===== config.mk =====
export PLATFORM = sky130hd
export DESIGN_NAME = imem_loader
export DESIGN_NICKNAME = d
export VERILOG_FILES = /design/src/rtl/imem_loader.sv
export SDC_FILE = /design/constraint.sdc
export NUM_CORES = 1
export LEC_CHECK = 0
export CAP_MARGIN = 30
export CORE_ASPECT_RATIO = 0.6
export CORE_MARGIN = 4
export CORE_UTILIZATION = 41
export CTS_CLUSTER_SIZE = 25
export DETAILED_ROUTE_END_ITERATION = 10
export PLACE_DENSITY = 0.8
export SYNTH_ARGS = -nofsm -noshare
export SYNTH_HDL_FRONTEND = slang
export SYNTH_SLANG_ARGS = --single-unit
export TNS_END_PERCENT = 30

===== constraint.sdc =====
create_clock -name clk -period 3.35 [get_ports clk]
set_clock_uncertainty 0.05 [all_clocks]
set_input_delay 0.67 -clock clk [delete_from_list [all_inputs] [get_ports clk]]
set_output_delay 0.67 -clock clk [all_outputs]
set_load 0.005 [all_outputs]

===== src/rtl/imem_loader.sv =====
// Loads a length-prefixed little-endian byte stream into instruction memory,
// holding the CPU in reset until the whole image has been written.
module imem_loader #(
   parameter int DEPTH = 1024,
   parameter int CNT_W = 16
) (
   input  logic        clk,
   input  logic        reset,
   input  logic [7:0]  in_data,
   input  logic        in_valid,
   output logic        in_ready,
   input  logic        restart,
   output logic        mem_we,
   output logic [63:0] mem_addr,
   output logic [31:0] mem_wdata,
   output logic        cpu_reset_hold,
   output logic        done,
   output logic        error
);

   // word_idx must be able to reach DEPTH itself when the image fills memory
   localparam int          WI_W    = $clog2(DEPTH) + 1;
   localparam logic [31:0] DEPTH_U = 32'(DEPTH);

   typedef enum logic [2:0] {HDR0, HDR1, DATA, WRITE, DONE, ERR} state_t;

   state_t            state_q, state_d;
   logic [CNT_W-1:0]  n_q, n_d;
   logic [WI_W-1:0]   word_idx_q, word_idx_d;
   logic [1:0]        byte_idx_q, byte_idx_d;
   logic [31:0]       asm_q, asm_d;
   logic              in_ready_q, in_ready_d;
   logic              mem_we_q, mem_we_d;
   logic [63:0]       mem_addr_q, mem_addr_d;
   logic [31:0]       mem_wdata_q, mem_wdata_d;
   logic              hold_q, hold_d;
   logic              done_q, done_d;
   logic              error_q, error_d;

   logic              xfer;
   logic [15:0]       n_hdr;
   logic [WI_W-1:0]   word_idx_inc;

   assign xfer         = in_valid & in_ready_q;
   assign n_hdr        = {in_data, n_q[7:0]};
   assign word_idx_inc = word_idx_q + WI_W'(1);

   always_comb begin
      state_d     = state_q;
      n_d         = n_q;
      word_idx_d  = word_idx_q;
      byte_idx_d  = byte_idx_q;
      asm_d       = asm_q;
      mem_addr_d  = mem_addr_q;
      mem_wdata_d = mem_wdata_q;
      case (state_q)
         HDR0: if (xfer) begin
            n_d[7:0] = in_data;
            state_d  = HDR1;
         end
         HDR1: if (xfer) begin
            n_d = CNT_W'(n_hdr);
            if (n_hdr == 16'd0)              state_d = DONE;
            else if (32'(n_hdr) > DEPTH_U)   state_d = ERR;
            else                             state_d = DATA;
         end
         DATA: if (xfer) begin
            asm_d[{byte_idx_q, 3'b000} +: 8] = in_data;
            byte_idx_d = byte_idx_q + 2'd1;
            if (byte_idx_q == 2'd3) begin
               // the 4th byte goes straight into the write data, not via asm_q
               mem_wdata_d = {in_data, asm_q[23:0]};
               mem_addr_d  = {62'(word_idx_q), 2'b00};
               state_d     = WRITE;
            end
         end
         WRITE: begin
            word_idx_d = word_idx_inc;
            state_d    = (32'(word_idx_inc) == 32'(n_q)) ? DONE : DATA;
         end
         DONE, ERR: if (restart) begin
            state_d    = HDR0;
            n_d        = '0;
            word_idx_d = '0;
            byte_idx_d = '0;
         end
         default: state_d = HDR0;
      endcase

      // outputs are a pure decode of the next state so they come straight off flops
      in_ready_d = (state_d == HDR0) || (state_d == HDR1) || (state_d == DATA);
      mem_we_d   = (state_d == WRITE);
      done_d     = (state_d == DONE);
      error_d    = (state_d == ERR);
      hold_d     = (state_d != DONE);
   end

   always_ff @(posedge clk or posedge reset) begin
      if (reset) begin
         state_q     <= HDR0;
         n_q         <= '0;
         word_idx_q  <= '0;
         byte_idx_q  <= '0;
         asm_q       <= '0;
         in_ready_q  <= 1'b1;
         mem_we_q    <= 1'b0;
         mem_addr_q  <= '0;
         mem_wdata_q <= '0;
         hold_q      <= 1'b1;
         done_q      <= 1'b0;
         error_q     <= 1'b0;
      end else begin
         state_q     <= state_d;
         n_q         <= n_d;
         word_idx_q  <= word_idx_d;
         byte_idx_q  <= byte_idx_d;
         asm_q       <= asm_d;
         in_ready_q  <= in_ready_d;
         mem_we_q    <= mem_we_d;
         mem_addr_q  <= mem_addr_d;
         mem_wdata_q <= mem_wdata_d;
         hold_q      <= hold_d;
         done_q      <= done_d;
         error_q     <= error_d;
      end
   end

   assign in_ready       = in_ready_q;
   assign mem_we         = mem_we_q;
   assign mem_addr       = mem_addr_q;
   assign mem_wdata      = mem_wdata_q;
   assign cpu_reset_hold = hold_q;
   assign done           = done_q;
   assign error          = error_q;

endmodule


==> results of run 1 <==
## cells in the final DEF (no fill, tap or decap), types with 9 or more instances in the layout
cell,instances
sky130_fd_sc_hd__nor2_1,15
sky130_fd_sc_hd__clkdlybuf4s50_1,59
sky130_fd_sc_hd__mux2_2,19
sky130_fd_sc_hd__dfrtp_1,102
sky130_fd_sc_hd__o21ai_0,57
sky130_fd_sc_hd__clkbuf_16,9
sky130_fd_sc_hd__conb_1,53
sky130_fd_sc_hd__xnor2_1,9
sky130_fd_sc_hd__nand2_1,164
## metrics by stage
stage                     power, uW   util  hold slack, ns  std cells  worst slack (ns)
after floorplan                2010      -           0.389        584              1.06
after global placement         2140  0.479           0.408        734             0.488
after detailed placement       2180  0.479           0.406        734             0.370
after CTS                      3230  0.505           0.423        750             0.754
after global routing           3400  0.505           0.452        750             0.659
final                          3230  0.505           0.422        750             0.732
## final timing paths
check,end,cells past startpoint,slack (ns)
max,error,7,0.73
min,mem_wdata[18],2,0.42
max reg2reg,cpu_reset_hold,7,0.86
min reg2reg,mem_wdata[18],2,0.42
max in group asynchronous,cpu_reset_hold,3,2.10
min in group asynchronous,mem_wdata[0],3,0.71
## registers in the layout (all words and copies together), names as in the netlist
| signal | cells |
|---|---|
| asm_q | 24 |
| byte_idx_q | 2 |
| cpu_reset_hold | 1 |
| done | 1 |
| error | 1 |
| in_ready | 1 |
| mem_addr | 11 |
| mem_wdata | 32 |
| mem_we | 1 |
| n_q | 16 |
| state_q | 3 |
| word_idx_q | 11 |
## metal layers
metal / up-vias / part of all wire / wire length, um / track usage
met4: 0 / 0.018 / 213 / 0.0586
met3: 19 / 0.085 / 998 / 0.0523
met2: 138 / 0.44 / 5190 / 0.242
met5: - / 0 / 0 / 0
li1: 1753 / - / - / -
met1: 1821 / 0.46 / 5350 / 0.248
## kinds of logic (layout without fill, tap and decap cells)
family,count (synthesis),count (layout),share of synthesized area
AND/OR/NAND/NOR,225,225,0.192
flip-flops,104,104,0.522
buffers and inverters,82,88,0.105
AO/OA/AOI/OAI,77,77,0.0900
multiplexers,21,21,0.0469
XOR/XNOR,16,16,0.0281
adder cells (fa/ha/maj),6,6,0.0150
other,1,53,0.000752
## area by class of cell
| type | count | area share |
|---|---|---|
| timing repair buffer | 65 | 0.113 |
| clock buffer | 9 | 0.0385 |
| tap | 160 | 0.0342 |
| sequential | 104 | 0.445 |
| clock inverter | 7 | 0.0130 |
| multi-input combinational | 398 | 0.351 |
| inverter | 7 | 0.00513 |
## cell usage after synthesis (3+ instances only)
cell type | number | area, um^2
sky130_fd_sc_hd__nand2_1 | 164 | 616
sky130_fd_sc_hd__dfrtp_1 | 102 | 2550
sky130_fd_sc_hd__o21ai_0 | 57 | 285
sky130_fd_sc_hd__buf_4 | 55 | 413
sky130_fd_sc_hd__mux2_2 | 19 | 214
sky130_fd_sc_hd__nor2_1 | 15 | 56.3
sky130_fd_sc_hd__clkbuf_1 | 13 | 48.8
sky130_fd_sc_hd__xnor2_1 | 9 | 78.8
sky130_fd_sc_hd__nand3_1 | 7 | 35.0
sky130_fd_sc_hd__nor3_1 | 7 | 35.0
sky130_fd_sc_hd__xor2_1 | 7 | 61.3
sky130_fd_sc_hd__buf_2 | 6 | 30.0
sky130_fd_sc_hd__ha_1 | 6 | 75.1
sky130_fd_sc_hd__inv_1 | 6 | 22.5
sky130_fd_sc_hd__nor3b_1 | 5 | 37.5
sky130_fd_sc_hd__and2_1 | 4 | 25.0
sky130_fd_sc_hd__and3_1 | 4 | 25.0
sky130_fd_sc_hd__nand4_1 | 4 | 25.0
sky130_fd_sc_hd__o31ai_1 | 4 | 30.0
sky130_fd_sc_hd__or3_1 | 3 | 18.8
sky130_fd_sc_hd__or4_1 | 3 | 22.5
## power by group
part	total, uW	internal (uW)	switching [uW]
Combinational	618	254	364
Sequential	1540	1400	139
Clock	1070	586	481
Total	3230	2240	984
## worst max-delay path: stages
cell                              delay [ns]
sky130_fd_sc_hd__clkdlybuf4s50_1        0.52
sky130_fd_sc_hd__or4_1                  0.60
sky130_fd_sc_hd__o31a_1                 0.29
sky130_fd_sc_hd__or3_1                  0.33
sky130_fd_sc_hd__a21oi_2                0.17
sky130_fd_sc_hd__o21ai_1                0.08
sky130_fd_sc_hd__and2_1                 0.15
==> out/metrics.sh, run 1 <==
STATUS='finished clean'
WIRE_LENGTH_REPORTED_BY_THE_DETAILED_ROUTER_MM=11.8
PORTBUFFERS=59
CTS-RESIZED-GATES=0
CRITICAL_PATH.STARTPOINT_TYPE='input pin'
LAYOUT_WORST_PATH_CYCLE_SHARE=0.781
POWER_DENSITY_mW_PER_MM2=552
GRT_SETUP_UNREPAIRED='false'
INSERTION_DELAY_NS=0.35
SYNTH-EDFF-COUNT=0
DIE_W_UM=150
PLACED_STANDARD_CELL_AREA_MM2=0.00555
VIAS_PER_CELL=4.97
FINISH.NET_COUNT=603
COUNT_OF_ENDPOINTS_FAILING_SETUP_IN_THE_FINAL_REPORT=0
ANTENNA_FOUND_INITIAL=0
SYNTH-SEQ-AREA-SHARE=0.522
CTS_SETUP_BUFFERS=0
TRITONCTS.NUM_BUFFERS=9
TIMING.FINAL.MAX_SLEW_VIOLATIONS=0
CRITICALPATHCATEGORY='in -> reg'
SYN-MEAN-INSTANCE-AREA_UM2=9.38
SYN_INST=532
WORST_SLEW_PIN_SLEW_NS=0.980
MIN_PERIOD_NS=2.62
HOLD_PATH.STARTPOINT='asm_q[18]'
INITIAL_UTILIZATION=0.430
SYNTH-SEQ-CELLS=104
GLOBAL_ROUTE_WIRE_LENGTH_BEFORE_REPAIR_MM=18.7
FINAL_DESIGN_AREA_NO_FILL_MM2=0.00585
IO-PIN-COUNT=113
CTSROOTBUFFERMASTER='sky130_fd_sc_hd__clkbuf_16'
MAXCLOCKFREQUENCY_MHz=382
HTREEDEPTH=3
PLACER_S_FINAL_ROUTABILITY_CONGESTION_ESTIMATE=0.887
DIE_HEIGHT_UM=93.5
SYNTHDISTINCTLIBCELLS=48
NUM_ROWS=30
WORST_R2R_STARTPOINT='word_idx_q[0]'
YOSYS_WARNINGS=0
FINAL-SEQ-AREA_MM2=0.00261
TIMING.CRITICAL_PATH.TO_TYPE='register'
DR.PASS1.ITERS=5
TIMING.CRITICAL_PATH.ARRIVAL_NS=2.81
MULTI_INPUT_AREA_MM2=0.00206
DIODES=0
POSTSYNTH.TOPFLOPCELL='sky130_fd_sc_hd__dfrtp_1'
POWER.IR.VDD_WORST_V=0.000264
CTS_TREE='done'
HEADROOM_TO_THE_MAX_SLEW_LIMIT=0.345
ANTENNA_VIOLATING_NETS_POST_ROUTE=0
YS_ASYNC_SR_FRACTION=1.00
HOLD_BUFFERS=0
GLOBALROUTEOVERFLOWTOTAL=0
SETUP.WORST_PATH.START='in_data[0]'
TIMING.MAX_CAP.VIOLATIONS=0
ROUTE.VIAS.TOTAL=3731
WORSTPATHMAXFANOUT=6
DETAIL_ROUTED_NET_LENGTH_PER_STANDARD_CELL_UM=15.7
CLOCK_SINK_COUNT=104
NUM-FILL-CELLS=1016
GRT.TOTAL_USAGE=0.171
REMAINING_DRC_ERRORS=0
SETUP_TOTAL_NEGATIVE_SLACK_NS=0
AREA_DELTA_SYNTH_FINAL_PCT=17.3
FINAL_LAYOUT_SIZE_SUFFIX_GT1_FRAC=0.0847
MIN-DELAY-PATH-CLASS='reg -> reg'
SYNTHESIS.AREA_MM2=0.00499
FIRST_GLOBAL_VIAS=3523
CTS_BUFFER_DEPTH=2
LEAKAGE_uW=0.00276
PATH_CLK_SLEW_NS=0.07
COREAREA_MM2=0.0116
NUMBER_OF_DRC_MARKERS_IN_ITERATION_0=314
FINAL_HOLD_VIOL_COUNT=0
CRIT_REQUIRED_NS=3.54
PLACE_HPWL_MM=8.70
DIE_AREA_MM2=0.0141
GRT_START_MAX_NET_PINS=67
Power figures use the tool's default switching activity.
==> inputs of run 2 (changes only) <==
==> constraint.sdc (replaced) <==
create_clock -name clk -period 2.1 [get_ports clk]
set_clock_uncertainty 0.05 [all_clocks]
set_input_delay 0.42 -clock clk [delete_from_list [all_inputs] [get_ports clk]]
set_output_delay 0.42 -clock clk [all_outputs]
set_load 0.005 [all_outputs]
==> run 2 against run 1 <==
  * Global-route usage is 1.3 points higher
  * Final cell count grew 6.3%
  * Flip-flop and latch count stayed put
  * Sequential power grew 57%
  * Largest power group unchanged
  * Via count rose by 6.2%
  * Critical endpoint unchanged
  * Setup slack lost 0.72 ns
  * Largest cell class unchanged
  * Wire length rose by 8.0%
  * Clock-buffer cell count increased by 2
==> out/metrics.sh, run 2 (synthesis gave the netlist of run 1 again) <==
STATUS='finished clean'
FINAL_HOLD_VIOL_COUNT=0  # unchanged
CLOCK_SINK_COUNT=104  # unchanged
POWER_DENSITY_mW_PER_MM2=867  # +57%
AREA_DELTA_SYNTH_FINAL_PCT=27.3
MAXCLOCKFREQUENCY_MHz=478
PATH_CLK_SLEW_NS=0.07  # about the same
GRT.TOTAL_USAGE=0.185  # +0.0135
TIMING.MAX_CAP.VIOLATIONS=0  # unchanged
TOT_PWR_uW=5510  # +71%
FINAL_DESIGN_AREA_NO_FILL_MM2=0.00635  # +8.5%
ANTENNA_FOUND_INITIAL=0  # unchanged
NUMBER_OF_DRC_MARKERS_IN_ITERATION_0=246  # -22%
TRITONCTS.NUM_BUFFERS=9  # unchanged
SETUP.WORST_PATH.START='n_q[7]'
DIE_W_UM=150  # unchanged
FINAL-SEQ-AREA_MM2=0.00261  # about the same
DETAIL_ROUTED_NET_LENGTH_PER_STANDARD_CELL_UM=15.9  # +1.6%
FINISH.NET_COUNT=650  # +7.8%
DIE_AREA_MM2=0.0141  # unchanged
POWER.IR.VDD_WORST_V=0.000442  # +68%
PLACER_S_FINAL_ROUTABILITY_CONGESTION_ESTIMATE=0.872  # -1.7%
TIMING.FINAL.MAX_SLEW_VIOLATIONS=0  # unchanged
NUM-FILL-CELLS=987  # -2.9%
DR.PASS1.ITERS=4  # -1
VIAS_PER_CELL=4.97  # about the same
CRIT_REQUIRED_NS=2.29  # -1.25 ns
DP_SLACK_NS=-0.480  # -0.850 ns
LAYOUT_COMMON_CELLS='sky130_fd_sc_hd__nand2_1, sky130_fd_sc_hd__dfrtp_1, sky130_fd_sc_hd__clkdlybuf4s50_1'
MIN-DELAY-PATH-CLASS='in -> async'
WIRE_LENGTH_REPORTED_BY_THE_DETAILED_ROUTER_MM=12.7  # +8.0%
WORST_SLACK_NS=0.00894  # -0.723 ns
GLOBAL_ROUTE_WIRE_LENGTH_BEFORE_REPAIR_MM=20.3  # +8.5%
CRIT_SLOWEST_CELL='sky130_fd_sc_hd__or4_4'
SLOWEST_DELAY_NS=0.55  # -0.05 ns
FIRST_GLOBAL_VIAS=3824  # +8.5%
IO-PIN-COUNT=113  # unchanged
PORTBUFFERS=59  # unchanged
CTS_TREE='done'
GRT_SETUP_UNREPAIRED='true'
INSERTION_DELAY_NS=0.35  # about the same
LEAKAGE_uW=0.00304  # +10%
ROUTE.VIAS.TOTAL=3961  # +6.2%
WORST_CASE_REGISTER_TO_REGISTER_SETUP_SLACK_NS=0.009  # -0.85 ns
COUNT_OF_ENDPOINTS_FAILING_SETUP_IN_THE_FINAL_REPORT=0  # unchanged
LAYOUT_WORST_PATH_CYCLE_SHARE=0.996
SETUP_TOTAL_NEGATIVE_SLACK_NS=0  # unchanged
COREAREA_MM2=0.0116  # unchanged
HTREEDEPTH=3  # unchanged
DIODES=0  # unchanged
WORSTPATHMAXFANOUT=2  # -4
CTSROOTBUFFERMASTER='sky130_fd_sc_hd__clkbuf_16'
WORSTPATHCELLLIST='or4_4 > o31a_1 > or3_1 > a21oi_2 > o21ai_1 > and2_1'
NUM_ROWS=30  # unchanged
PLACE_HPWL_MM=9.38  # +7.8%
GLOBALROUTEOVERFLOWTOTAL=0  # unchanged
GRT_START_MAX_NET_PINS=33  # -51%
REMAINING_DRC_ERRORS=0  # unchanged
LARGEST_REGISTER_FFS=32  # unchanged
CRITICALPATHCATEGORY='reg -> reg'
DEPTH_OF_THE_MOST_CRITICAL_REG_TO_REG_PATH=6  # -1
MULTI_INPUT_AREA_MM2=0.00214  # +4.2%
TIMING.CRITICAL_PATH.ARRIVAL_NS=2.28  # -0.53 ns
CTS_BUFFER_DEPTH=2  # unchanged
TIMING.CRITICAL_PATH.TO_TYPE='register'
WORST_R2R_STARTPOINT='n_q[7]'
DIE_HEIGHT_UM=93.5  # unchanged
INITIAL_UTILIZATION=0.430  # unchanged
R2R_ENDPOINT='error'
MOSTFREQUENTLAYOUTCELL='sky130_fd_sc_hd__nand2_1'
FINAL_LAYOUT_SIZE_SUFFIX_GT1_FRAC=0.171  # +0.0864
CRITICAL_PATH.STARTPOINT_TYPE='register'
ANTENNA_VIOLATING_NETS_POST_ROUTE=0  # unchanged
PLACED_STANDARD_CELL_AREA_MM2=0.00594  # +6.9%
MIN_PERIOD_NS=2.09
[run 2: layout make-up]
type,count,area share
flip-flops and latches,104,0.410
multi-input cells,398,0.338
repair buffers,112,0.165
clock buffers,11,0.0382
well taps,160,0.0315
clock inverters,5,0.0124
inverters,7,0.00473
[run 2: worst max-delay path: cells and delay by family (launching register included)]
kind | cells | cell delay, ns
flip-flops | 1 | 0.38
AO/OA/AOI/OAI | 3 | 0.51
AND/OR/NAND/NOR | 3 | 1.04
[run 2: per-stage QoR]
step           cells  hold WS [ns]   util
3_3_place_gp     780         0.404  0.512
2_1_floorplan    584         0.389      -
3_5_place_dp     780         0.409  0.512
6_report         797         0.337  0.547
5_1_grt          797         0.359  0.547
4_1_cts          796         0.344  0.543
[run 2: worst max-delay path by stage]
stage,end,slack [ns],depth (start not counted)
3_3_place_gp,error,-0.47,7
2_1_floorplan,mem_wdata[25],-0.05,8
5_1_grt,error,-0.08,6
4_1_cts,error,-0.02,6
6_report,error,0.009,6
3_5_place_dp,error,-0.48,7
[run 2: layer usage]
layer | vias to the layer above | wire length (um) | GRT usage
met5 | - | 0 | 0
met2 | 132 | 5640 | 0.269
li1 | 1861 | - | -
met1 | 1947 | 6040 | 0.268
met3 | 21 | 772 | 0.0446
met4 | 0 | 235 | 0.0654
[run 2: what timing repair did]
action | in CTS | in global routing
buffers inserted | 0 | 1
pin swaps | 9 | 9
cloned | 0 | 0
endpoints found under the hold margin | 0 | 0
setup endpoints to repair | 6 | 6
hold buffers | 0 | 0
resized for setup | 10 | 10
[run 2: power by group]
part / switching, uW / internal (uW)
logic: 719 / 551
registers: 182 / 2240
clock network: 734 / 1080
total: 1640 / 3870
